**src/rtl/debounce_pkg.sv**
```systemverilog
// debounce_pkg: shared defaults, event record and width helper for the debounce scheduler
package debounce_pkg;

    localparam int DEF_N_INPUTS = 4;
    localparam int DEF_STABLE_CYCLES = 4;
    localparam int DEF_EVT_DEPTH = 4;
    localparam int ID_W_MAX = 4;

    typedef struct packed {
        logic [ID_W_MAX-1:0] id;
        logic                level;
    } event_t;

    function automatic int width_of(input int n);
        return n > 1 ? $clog2(n) : 1;
    endfunction

endpackage

```
**src/rtl/debounce_event_fifo.sv**
```systemverilog
// debounce_event_fifo: first-word-fall-through event queue with extra-bit pointers
module debounce_event_fifo
    import debounce_pkg::*;
#(
    parameter int DEPTH = DEF_EVT_DEPTH
)(
    input  logic   clk,
    input  logic   rst,
    input  logic   push,
    input  event_t push_data,
    input  logic   pop,
    output event_t head,
    output logic   full,
    output logic   empty
);

    localparam int AW = width_of(DEPTH);

    event_t mem [DEPTH];
    logic [AW:0] wr_ptr, rd_ptr;
    logic do_push, do_pop;

    assign empty = wr_ptr == rd_ptr;
    assign full = wr_ptr[AW] != rd_ptr[AW] && wr_ptr[AW-1:0] == rd_ptr[AW-1:0];
    assign do_push = push && !full;
    assign do_pop = pop && !empty;
    assign head = empty ? '0 : mem[rd_ptr[AW-1:0]];

    always_ff @(posedge clk) begin
        if (do_push && !rst)
            mem[wr_ptr[AW-1:0]] <= push_data;
    end

    always_ff @(posedge clk) begin
        if (rst) begin
            wr_ptr <= '0;
            rd_ptr <= '0;
        end else begin
            if (do_push)
                wr_ptr <= wr_ptr + (AW+1)'(1);
            if (do_pop)
                rd_ptr <= rd_ptr + (AW+1)'(1);
        end
    end

endmodule

```
**src/rtl/debounce_scheduler.sv**
```systemverilog
// debounce_scheduler: round-robin debouncer sharing one compare/count datapath across channels
module debounce_scheduler
    import debounce_pkg::*;
#(
    parameter int N_INPUTS = DEF_N_INPUTS,
    parameter int STABLE_CYCLES = DEF_STABLE_CYCLES,
    parameter int EVT_DEPTH = DEF_EVT_DEPTH
)(
    input  logic                        clk,
    input  logic                        rst,
    input  logic [N_INPUTS-1:0]         noisy_in,
    input  logic                        scan_en,
    output logic [N_INPUTS-1:0]         clean_out,
    output logic                        event_valid,
    input  logic                        event_ready,
    output logic [$clog2(N_INPUTS)-1:0] event_id,
    output logic                        event_level
);

    localparam int IW = $clog2(N_INPUTS);
    localparam int CW = width_of(STABLE_CYCLES + 1);
    localparam logic [CW-1:0] CMAX = CW'(STABLE_CYCLES);
    localparam logic [IW-1:0] PLAST = IW'(N_INPUTS - 1);

    logic [N_INPUTS-1:0] sync1, sync2, prev;
    logic [CW-1:0] cnt [N_INPUTS];
    logic [IW-1:0] ptr;
    logic [CW-1:0] c;
    logic s, same, commit, full, empty;
    event_t push_data, head;
    logic [ID_W_MAX-1:0] head_id_unused;

    assign s = sync2[ptr];
    assign c = cnt[ptr];
    assign same = s == prev[ptr];
    // a full queue holds the commit back with cnt saturated, so the next visit retries it
    assign commit = scan_en && same && c == CMAX && s != clean_out[ptr] && !full;
    assign push_data = '{id: ID_W_MAX'(ptr), level: s};

    always_ff @(posedge clk) begin
        if (rst) begin
            sync1 <= '0;
            sync2 <= '0;
            prev <= '0;
            clean_out <= '0;
            ptr <= '0;
            for (int i = 0; i < N_INPUTS; i++)
                cnt[i] <= '0;
        end else begin
            sync1 <= noisy_in;
            sync2 <= sync1;
            if (scan_en) begin
                ptr <= ptr == PLAST ? '0 : ptr + IW'(1);
                if (!same) begin
                    prev[ptr] <= s;
                    cnt[ptr] <= '0;
                end else if (c < CMAX) begin
                    cnt[ptr] <= c + CW'(1);
                end
                if (commit)
                    clean_out[ptr] <= s;
            end
        end
    end

    debounce_event_fifo #(.DEPTH(EVT_DEPTH)) u_fifo (
        .clk       (clk),
        .rst       (rst),
        .push      (commit),
        .push_data (push_data),
        .pop       (event_valid && event_ready),
        .head      (head),
        .full      (full),
        .empty     (empty)
    );

    assign head_id_unused = head.id;
    assign event_valid = !empty;
    assign event_id = head_id_unused[IW-1:0];
    assign event_level = head.level;

endmodule
```
**config.mk**
```make
export PLATFORM = sky130hd
export DESIGN_NAME = debounce_scheduler
export DESIGN_NICKNAME = d
export VERILOG_FILES = /design/src/rtl/debounce_pkg.sv /design/src/rtl/debounce_event_fifo.sv /design/src/rtl/debounce_scheduler.sv
export SDC_FILE = /design/constraint.sdc
export NUM_CORES = 1
export LEC_CHECK = 0
export CAP_MARGIN = 20
export CELL_PAD_IN_SITES_DETAIL_PLACEMENT = 2
export CELL_PAD_IN_SITES_GLOBAL_PLACEMENT = 2
export CORE_MARGIN = 1
export CORE_UTILIZATION = 30
export CTS_CLUSTER_SIZE = 16
export DETAILED_ROUTE_END_ITERATION = 10
export PLACE_DENSITY = 0.68
export SYNTH_ARGS = -nofsm -noshare
export SYNTH_HDL_FRONTEND = slang
export SYNTH_SLANG_ARGS = --single-unit
```
**constraint.sdc**
```tcl
create_clock -name clk -period 3.1 [get_ports clk]
set_input_delay 0.62 -clock clk [delete_from_list [all_inputs] [get_ports clk]]
set_output_delay 0.62 -clock clk [all_outputs]
set_load 0.005 [all_outputs]
```
==> impl_metrics.env, run 1 <==
export IMPL_status="complete, no violations"
export IMPL_antenna_found_initial=0
export IMPL_path_max_fanout=10
export IMPL_worstPathRequired_ps=3090
export IMPL_cp_start_kind="flip-flop"
export IMPL_slew_headroom_pct=65.08
export IMPL_die_area_um2=8258
export IMPL_arrival_ps=2630
export IMPL_drt_wl_total_um=5355
export IMPL_cts_setup_buffers=0
export IMPL_crit_path_end_kind="flip-flop"
export IMPL_syn2layout_area_growth_pct=15.05
export IMPL_setup_violations=0
export IMPL_crit_chain="mux4_2 -> or3b_1 -> a211o_1 -> nor3b_2"
export IMPL_fmax_mhz=377.9
export IMPL_hp_class="flip-flop to flip-flop"
export IMPL_avgRoutedWirePerCell_um=16.73
export IMPL_synth_enable_flop_cells=24
export IMPL_vias=1536
export IMPL_grt_usage_pct=13.64
export IMPL_yosys_area_top_type_share_pct=30.41
export IMPL_synth_seq_cells=52
export IMPL_avgViaCountPerCell=4.800
export IMPL_drt_first_pass_iters=4
export IMPL_fp_dieW_um=90.88
export IMPL_yosysWarnings=0
export IMPL_synthesis_area_um2=2370
export IMPL_critPathMaxStageDelay_ps=650
export IMPL_start_util_pct=30.83
export IMPL_timing_rr_end="u_fifo.mem[0][2]$_DFFE_PP_"
export IMPL_cts_htree_levels=2
export IMPL_skew_ps=3.881
export IMPL_die_h_um=90.88
export IMPL_timing_final_crit_period_ps=2646
export IMPL_syn_area_per_cell_um2=11.85
export IMPL_coreArea_um2=7687
export IMPL_diodes=0
export IMPL_final_cells=320
export IMPL_postCtsHoldBufs=0
export IMPL_clkLatencyLatePin_ps=300
export IMPL_crit_type="flip-flop to flip-flop"
export IMPL_synth_top_cell_by_area="edfxtp_1"
export IMPL_min_path_cells=1
export IMPL_grt_max_degree=37
export IMPL_cp_slowest_cell="mux4_2"
export IMPL_clk_pin_slew_ps=90
export IMPL_cts_tree="built"
export IMPL_grt_pass1_vias=1653
export IMPL_worst_path_buf_inv=0
export IMPL_finalSetupTns_ps=0
export IMPL_antenna_left=0
export IMPL_dp_hpwl_um=4043
export IMPL_tightest_slew_ps=519.8
export IMPL_vdd_drop_max_mv=0.1758
export IMPL_ys_seq_area_share_pct=54.07
export IMPL_power_density_nw_per_um2=457.0
export IMPL_clock_path_buffers=2
export IMPL_r2r_slack_ps=450
export IMPL_syn_instance_count=200
export IMPL_numPortBuffers=15
export IMPL_cts_root_buffer="clkbuf_8"
export IMPL_clock_sinks=52
export IMPL_cap_violations=0
export IMPL_nets=236
export IMPL_finalHoldViolations=0
export IMPL_route_detailed_drc=0
export IMPL_synth_top_cells_by_area="edfxtp_1 (30%), dfxtp_1 (24%), mux4_2 (8.6%)"
export IMPL_drtIter0Drc=44
export IMPL_slew_viol_final=0
export IMPL_rsz0062_at_grt="no"
export IMPL_ys_types=31
export IMPL_overflow=0
export IMPL_min_from="sync1[1]$_SDFF_PP0_"
export IMPL_num_rows=32
export IMPL_gp_congestion=0.6759
export IMPL_r2r_worst_path_cells=4
export IMPL_async_reset_ff_share_pct=0
export IMPL_path_delay_family="simple AND/OR/NAND/NOR gates"
export IMPL_period_share_pct=85.37
export IMPL_grt_first_pass_wirelength_um=8514
export IMPL_place_inst=312
export IMPL_drive_above_1_share_pct=14.68
export IMPL_synth_ff_type="dfxtp_1"
export IMPL_rr_startpoint="ptr[0]$_SDFFE_PP0P_"
export IMPL_io_pins=16
export IMPL_ctsResizeCount=0
export IMPL_min_to="sync2[1]$_SDFF_PP0_"
export IMPL_synth_fp_nets=219
export IMPL_cts_made_buffers=5
export IMPL_p_leak_nw=0.9781
export IMPL_fill_cells=856
==> worst max path at each step <==
stage / to / from / cells after the start
after floorplan: u_fifo.mem[0][0]$_DFFE_PP_ / ptr[0]$_SDFFE_PP0P_ / 6
after global placement: u_fifo.mem[3][0]$_DFFE_PP_ / ptr[0]$_SDFFE_PP0P_ / 4
after detailed placement: u_fifo.mem[0][1]$_DFFE_PP_ / ptr[0]$_SDFFE_PP0P_ / 4
after CTS: u_fifo.mem[0][2]$_DFFE_PP_ / ptr[0]$_SDFFE_PP0P_ / 4
after global routing: event_level / u_fifo.wr_ptr[1]$_SDFFE_PP0P_ / 4
final: u_fifo.mem[0][2]$_DFFE_PP_ / ptr[0]$_SDFFE_PP0P_ / 4
==> registers in the layout (all words and copies together), names as in the netlist, named ones only <==
signal         flops
clean_out          4
cnt               12
prev               4
ptr                2
sync1              4
sync2              4
u_fifo.mem        12
u_fifo.rd_ptr      3
u_fifo.wr_ptr      3
==> worst reg2reg max path, cell delays in order, from the launching register on <==
cell,delay (ps)
dfxtp_1,440
mux4_2,650
or3b_1,520
a211o_1,400
nor3b_2,320
==> final cells by class <==
cell class | count | area, µm² | share of cell area, %
timing repair buffer | 21 | 195.2 | 7.159
multi-input combinational | 126 | 999.7 | 36.67
tap | 102 | 127.6 | 4.681
clock inverter | 1 | 5.005 | 0.1836
clock buffer | 7 | 76.32 | 2.799
sequential | 52 | 1281 | 46.99
inverter | 11 | 41.29 | 1.514
==> per-layer routing <==
layer	part of all wire (%)	GRT usage [%]	up-vias
met1	44	16.07	763
met2	52	25.19	24
met5	0	0	-
met4	1.1	3.571	0
met3	3.0	2.609	5
li1	-	-	744
==> where the power goes <==
group | internal, mW | leakage [nW] | switching, mW | total, mW
registers | 0.741 | 0.464 | 0.0127 | 0.754
logic | 0.0520 | 0.472 | 0.0758 | 0.128
clock network | 0.159 | 0.0422 | 0.205 | 0.364
total | 0.952 | 0.978 | 0.294 | 1.25
==> cell families (layout without fill, tap and decap cells) <==
group           Yosys count  in the layout  share of synthesized area, %
fa+ha+maj                11             11                         5.808
simple gates             65             65                         14.68
mux                      14             14                         10.77
buf+inv                  22             40                         3.748
xor+xnor                  7              7                         2.587
flops                    52             52                         54.07
compound gates           29             29                         8.343
==> placed cells by master, fill, tap and decap left out, types with 3 or more instances in the layout <==
master and instances:
xor2_1 5, nand2_1 10, o21ai_0 4, o31ai_1 5, nor3b_2 4, clkbuf_8 5, clkdlybuf4s50_1 15, dfxtp_1 28
buf_4 6, or3_1 4, ha_1 11, a21oi_1 9, mux2i_1 3, edfxtp_1 24, mux4_2 9, nor2_1 19
nor3_1 6, inv_1 11, nand3_1 6, nor2b_1 12, a31o_2 4
==> synthesized netlist by cell type, types with 2 or more instances <==
| cell type | n |
|---|---|
| mux4_2 | 9 |
| inv_1 | 11 |
| ha_1 | 11 |
| dfxtp_1 | 28 |
| o31ai_1 | 5 |
| or3_1 | 4 |
| mux2_2 | 2 |
| a21oi_1 | 9 |
| xor2_1 | 5 |
| o21ai_0 | 4 |
| nor3b_2 | 4 |
| xnor2_1 | 2 |
| edfxtp_1 | 24 |
| nand2b_1 | 2 |
| buf_2 | 5 |
| o311ai_0 | 2 |
| mux2i_1 | 3 |
| nor2b_1 | 12 |
| nand2_1 | 10 |
| clkbuf_1 | 6 |
| nand3_1 | 6 |
| nor3_1 | 6 |
| nor2_1 | 19 |
| a31o_2 | 4 |
==> through the flow <==
stage	util [%]	hold WS (ps)	worst slack [ps]	instance area, µm²	total power, mW
after global routing	35.47	464.9	308.0	2726	1.304
after CTS	35.47	456.6	441.4	2726	1.270
final	35.47	452.5	453.6	2726	1.246
after global placement	34.41	421.2	534.8	2645	0.8947
after floorplan	-	413.8	531.1	2370	0.8496
after detailed placement	34.41	435.8	456.0	2645	0.8995
No activity file was read; power rests on OpenSTA's default activity.
==> inputs of run 2 (changes only) <==
--- a/config.mk
+++ b/config.mk
@@ -10,9 +10,11 @@
 export CELL_PAD_IN_SITES_GLOBAL_PLACEMENT = 2
 export CORE_MARGIN = 1
 export CORE_UTILIZATION = 30
+export CTS_CLUSTER_DIAMETER = 40
 export CTS_CLUSTER_SIZE = 16
 export DETAILED_ROUTE_END_ITERATION = 10
 export PLACE_DENSITY = 0.68
+export RECOVER_POWER = 25
 export SYNTH_ARGS = -nofsm -noshare
 export SYNTH_HDL_FRONTEND = slang
 export SYNTH_SLANG_ARGS = --single-unit
==> run 2 against run 1 <==
Compared with the run above:
- the flow now finishes with violations (max-capacitance violations, max-slew violations)
- clock power about the same
- setup slack got worse by 110 ps
- global-route usage unchanged
- hold slack about the same
- critical path depth shrank 1
- clock skew is essentially flat
- design area decreased by 0.41%
- power fell by 0.22%
- sequential power hardly changed
- flip-flop and latch count unchanged
- final cell count unchanged
- core utilization down 0.15 points
- critical endpoint is now cnt[1][0]$_SDFFCE_PN0P_
==> impl_metrics.env, run 2 (same netlist as run 1, synthesis figures left out) <==
export IMPL_coreArea_um2=7687
export IMPL_status="finished with violations"
export IMPL_numPortBuffers=15
export IMPL_dp_hpwl_um=4043
export IMPL_cts_made_buffers=5
export IMPL_setup_violations=0
export IMPL_arrival_ps=2770
export IMPL_cp_slowest_cell="clkbuf_1"
export IMPL_nets=236
export IMPL_hp_class="flip-flop to flip-flop"
export IMPL_worstPathRequired_ps=3110
export IMPL_period_share_pct=89.01
export IMPL_avgRoutedWirePerCell_um=16.59
export IMPL_violations="max-capacitance violations, max-slew violations"
export IMPL_wl_met2_um=2773
export IMPL_cts_root_buffer="clkbuf_8"
export IMPL_syn2layout_area_growth_pct=14.57
export IMPL_finalSetupTns_ps=0
export IMPL_cap_violations=1
export IMPL_cts_htree_levels=2
export IMPL_vias=1539
export IMPL_power_density_nw_per_um2=457.8
export IMPL_finalHoldViolations=0
export IMPL_cts_setup_buffers=0
export IMPL_antenna_found_initial=0
export IMPL_die_area_um2=8258
export IMPL_overflow=0
export IMPL_start_util_pct=30.83
export IMPL_die_h_um=90.88
export IMPL_drt_wl_total_um=5310
export IMPL_diodes=0
export IMPL_crit_path_end_kind="flip-flop"
export IMPL_worst_path_buf_inv=2
export IMPL_ctsResizeCount=0
export IMPL_drt_first_pass_iters=4
export IMPL_skew_ps=3.672
export IMPL_power_total_mw=1.243
export IMPL_avgViaCountPerCell=4.809
export IMPL_tightest_slew_ps=1725
export IMPL_wl_met1_um=2343
export IMPL_holdWs_ps=452.4
export IMPL_route_detailed_drc=0
export IMPL_grt_usage_pct=13.64
export IMPL_critPathMaxStageDelay_ps=1260
export IMPL_final_common_cell="dfxtp_1"
export IMPL_num_rows=32
export IMPL_grt_pass1_vias=1653
export IMPL_clk_pin_slew_ps=90
export IMPL_clock_sinks=52
export IMPL_register_area_um2=1281
export IMPL_vdd_drop_max_mv=0.1762
export IMPL_crit_chain="dlygate4sd3_1 -> clkbuf_1 -> a31o_2"
export IMPL_slew_viol_final=37
export IMPL_postCtsHoldBufs=0
export IMPL_drtIter0Drc=40
export IMPL_path_max_fanout=36
export IMPL_drive_above_1_share_pct=13.30
export IMPL_crit_type="primary input to flip-flop"
export IMPL_cts_tree="built"
export IMPL_crit_cells=3
export IMPL_fmax_mhz=362.4
export IMPL_grt_first_pass_wirelength_um=8514
export IMPL_clkLatencyLatePin_ps=290
export IMPL_p_leak_nw=0.9664
export IMPL_slew_headroom_pct=-14.97
export IMPL_timing_final_crit_period_ps=2759
export IMPL_grt_max_degree=37
export IMPL_io_pins=16
export IMPL_fp_dieW_um=90.88
export IMPL_antenna_left=0
export IMPL_cp_start_kind="primary input"
export IMPL_fill_cells=857
export IMPL_top_layer="met4"
export IMPL_rsz0062_at_grt="no"
export IMPL_wl_met3_um=130
export IMPL_path_delay_family="buffers and inverters"
export IMPL_min_path_cells=1
export IMPL_layout_common_cells="dfxtp_1 (28), edfxtp_1 (24), nor2_1 (19)"
export IMPL_clock_path_buffers=2
export IMPL_gp_congestion=0.6759
export IMPL_multi_input_area_um2=999.7
export IMPL_r2r_worst_path_cells=4
## run 2: cell types whose count changed in the layout (fill, tap and decap cells not counted), sizes merged
cell           previous run  this run
buf                       6         3
dlygate4sd3               0         1
clkbuf                    7        10
clkdlybuf4s50            15        14
## run 2: layout make-up
cell class                      count  share of cell area (%)
Clock buffer                        7                   2.811
Inverter                           11                   1.521
Sequential cell                    52                   47.19
Multi-Input combinational cell    126                   36.82
Tap cell                          102                   4.700
Clock inverter                      1                  0.1843
Timing Repair Buffer               21                   6.774
## run 2: stage by stage
| stage | util (%) | std cells | worst slack (ps) | cell area, µm² |
|---|---|---|---|---|
| 2_1_floorplan | - | 200 | 531.1 | 2370 |
| 3_3_place_gp | 34.41 | 312 | 534.8 | 2645 |
| 3_5_place_dp | 34.41 | 312 | 456.0 | 2645 |
| 4_1_cts | 35.47 | 320 | 441.4 | 2726 |
| 5_1_grt | 35.32 | 320 | 168.9 | 2715 |
| 6_report | 35.32 | 320 | 340.7 | 2715 |
## run 2: worst reg2reg max path, delay by kind of cell (launching register included)
family	cells	cell delay [ps]
DFF	1	430
AOI/OAI and AO/OA	1	400
and+or+nand+nor	2	840
muxes	1	650
## run 2: layer usage
layer	vias up	track usage (%)
met4	0	3.571
li1	745	-
met3	5	2.609
met5	-	0
met2	17	25.19
met1	772	16.07
## run 2: report_power, final
| group | internal [mW] | leakage [nW] | total [mW] | switching, mW |
|---|---|---|---|---|
| Sequential | 0.741 | 0.464 | 0.754 | 0.0127 |
| Clock | 0.159 | 0.0422 | 0.364 | 0.205 |
| Combinational | 0.0499 | 0.460 | 0.125 | 0.0752 |
| Total | 0.950 | 0.966 | 1.24 | 0.293 |
## run 2: final timing paths
check | start | endpoint | slack [ps]
setup / recovery | rst | cnt[1][0]$_SDFFCE_PN0P_ | 340
hold / removal | sync1[1]$_SDFF_PP0_ | sync2[1]$_SDFF_PP0_ | 450
setup reg to reg | ptr[0]$_SDFFE_PP0P_ | u_fifo.mem[0][2]$_DFFE_PP_ | 450
hold reg to reg | sync1[1]$_SDFF_PP0_ | sync2[1]$_SDFF_PP0_ | 450
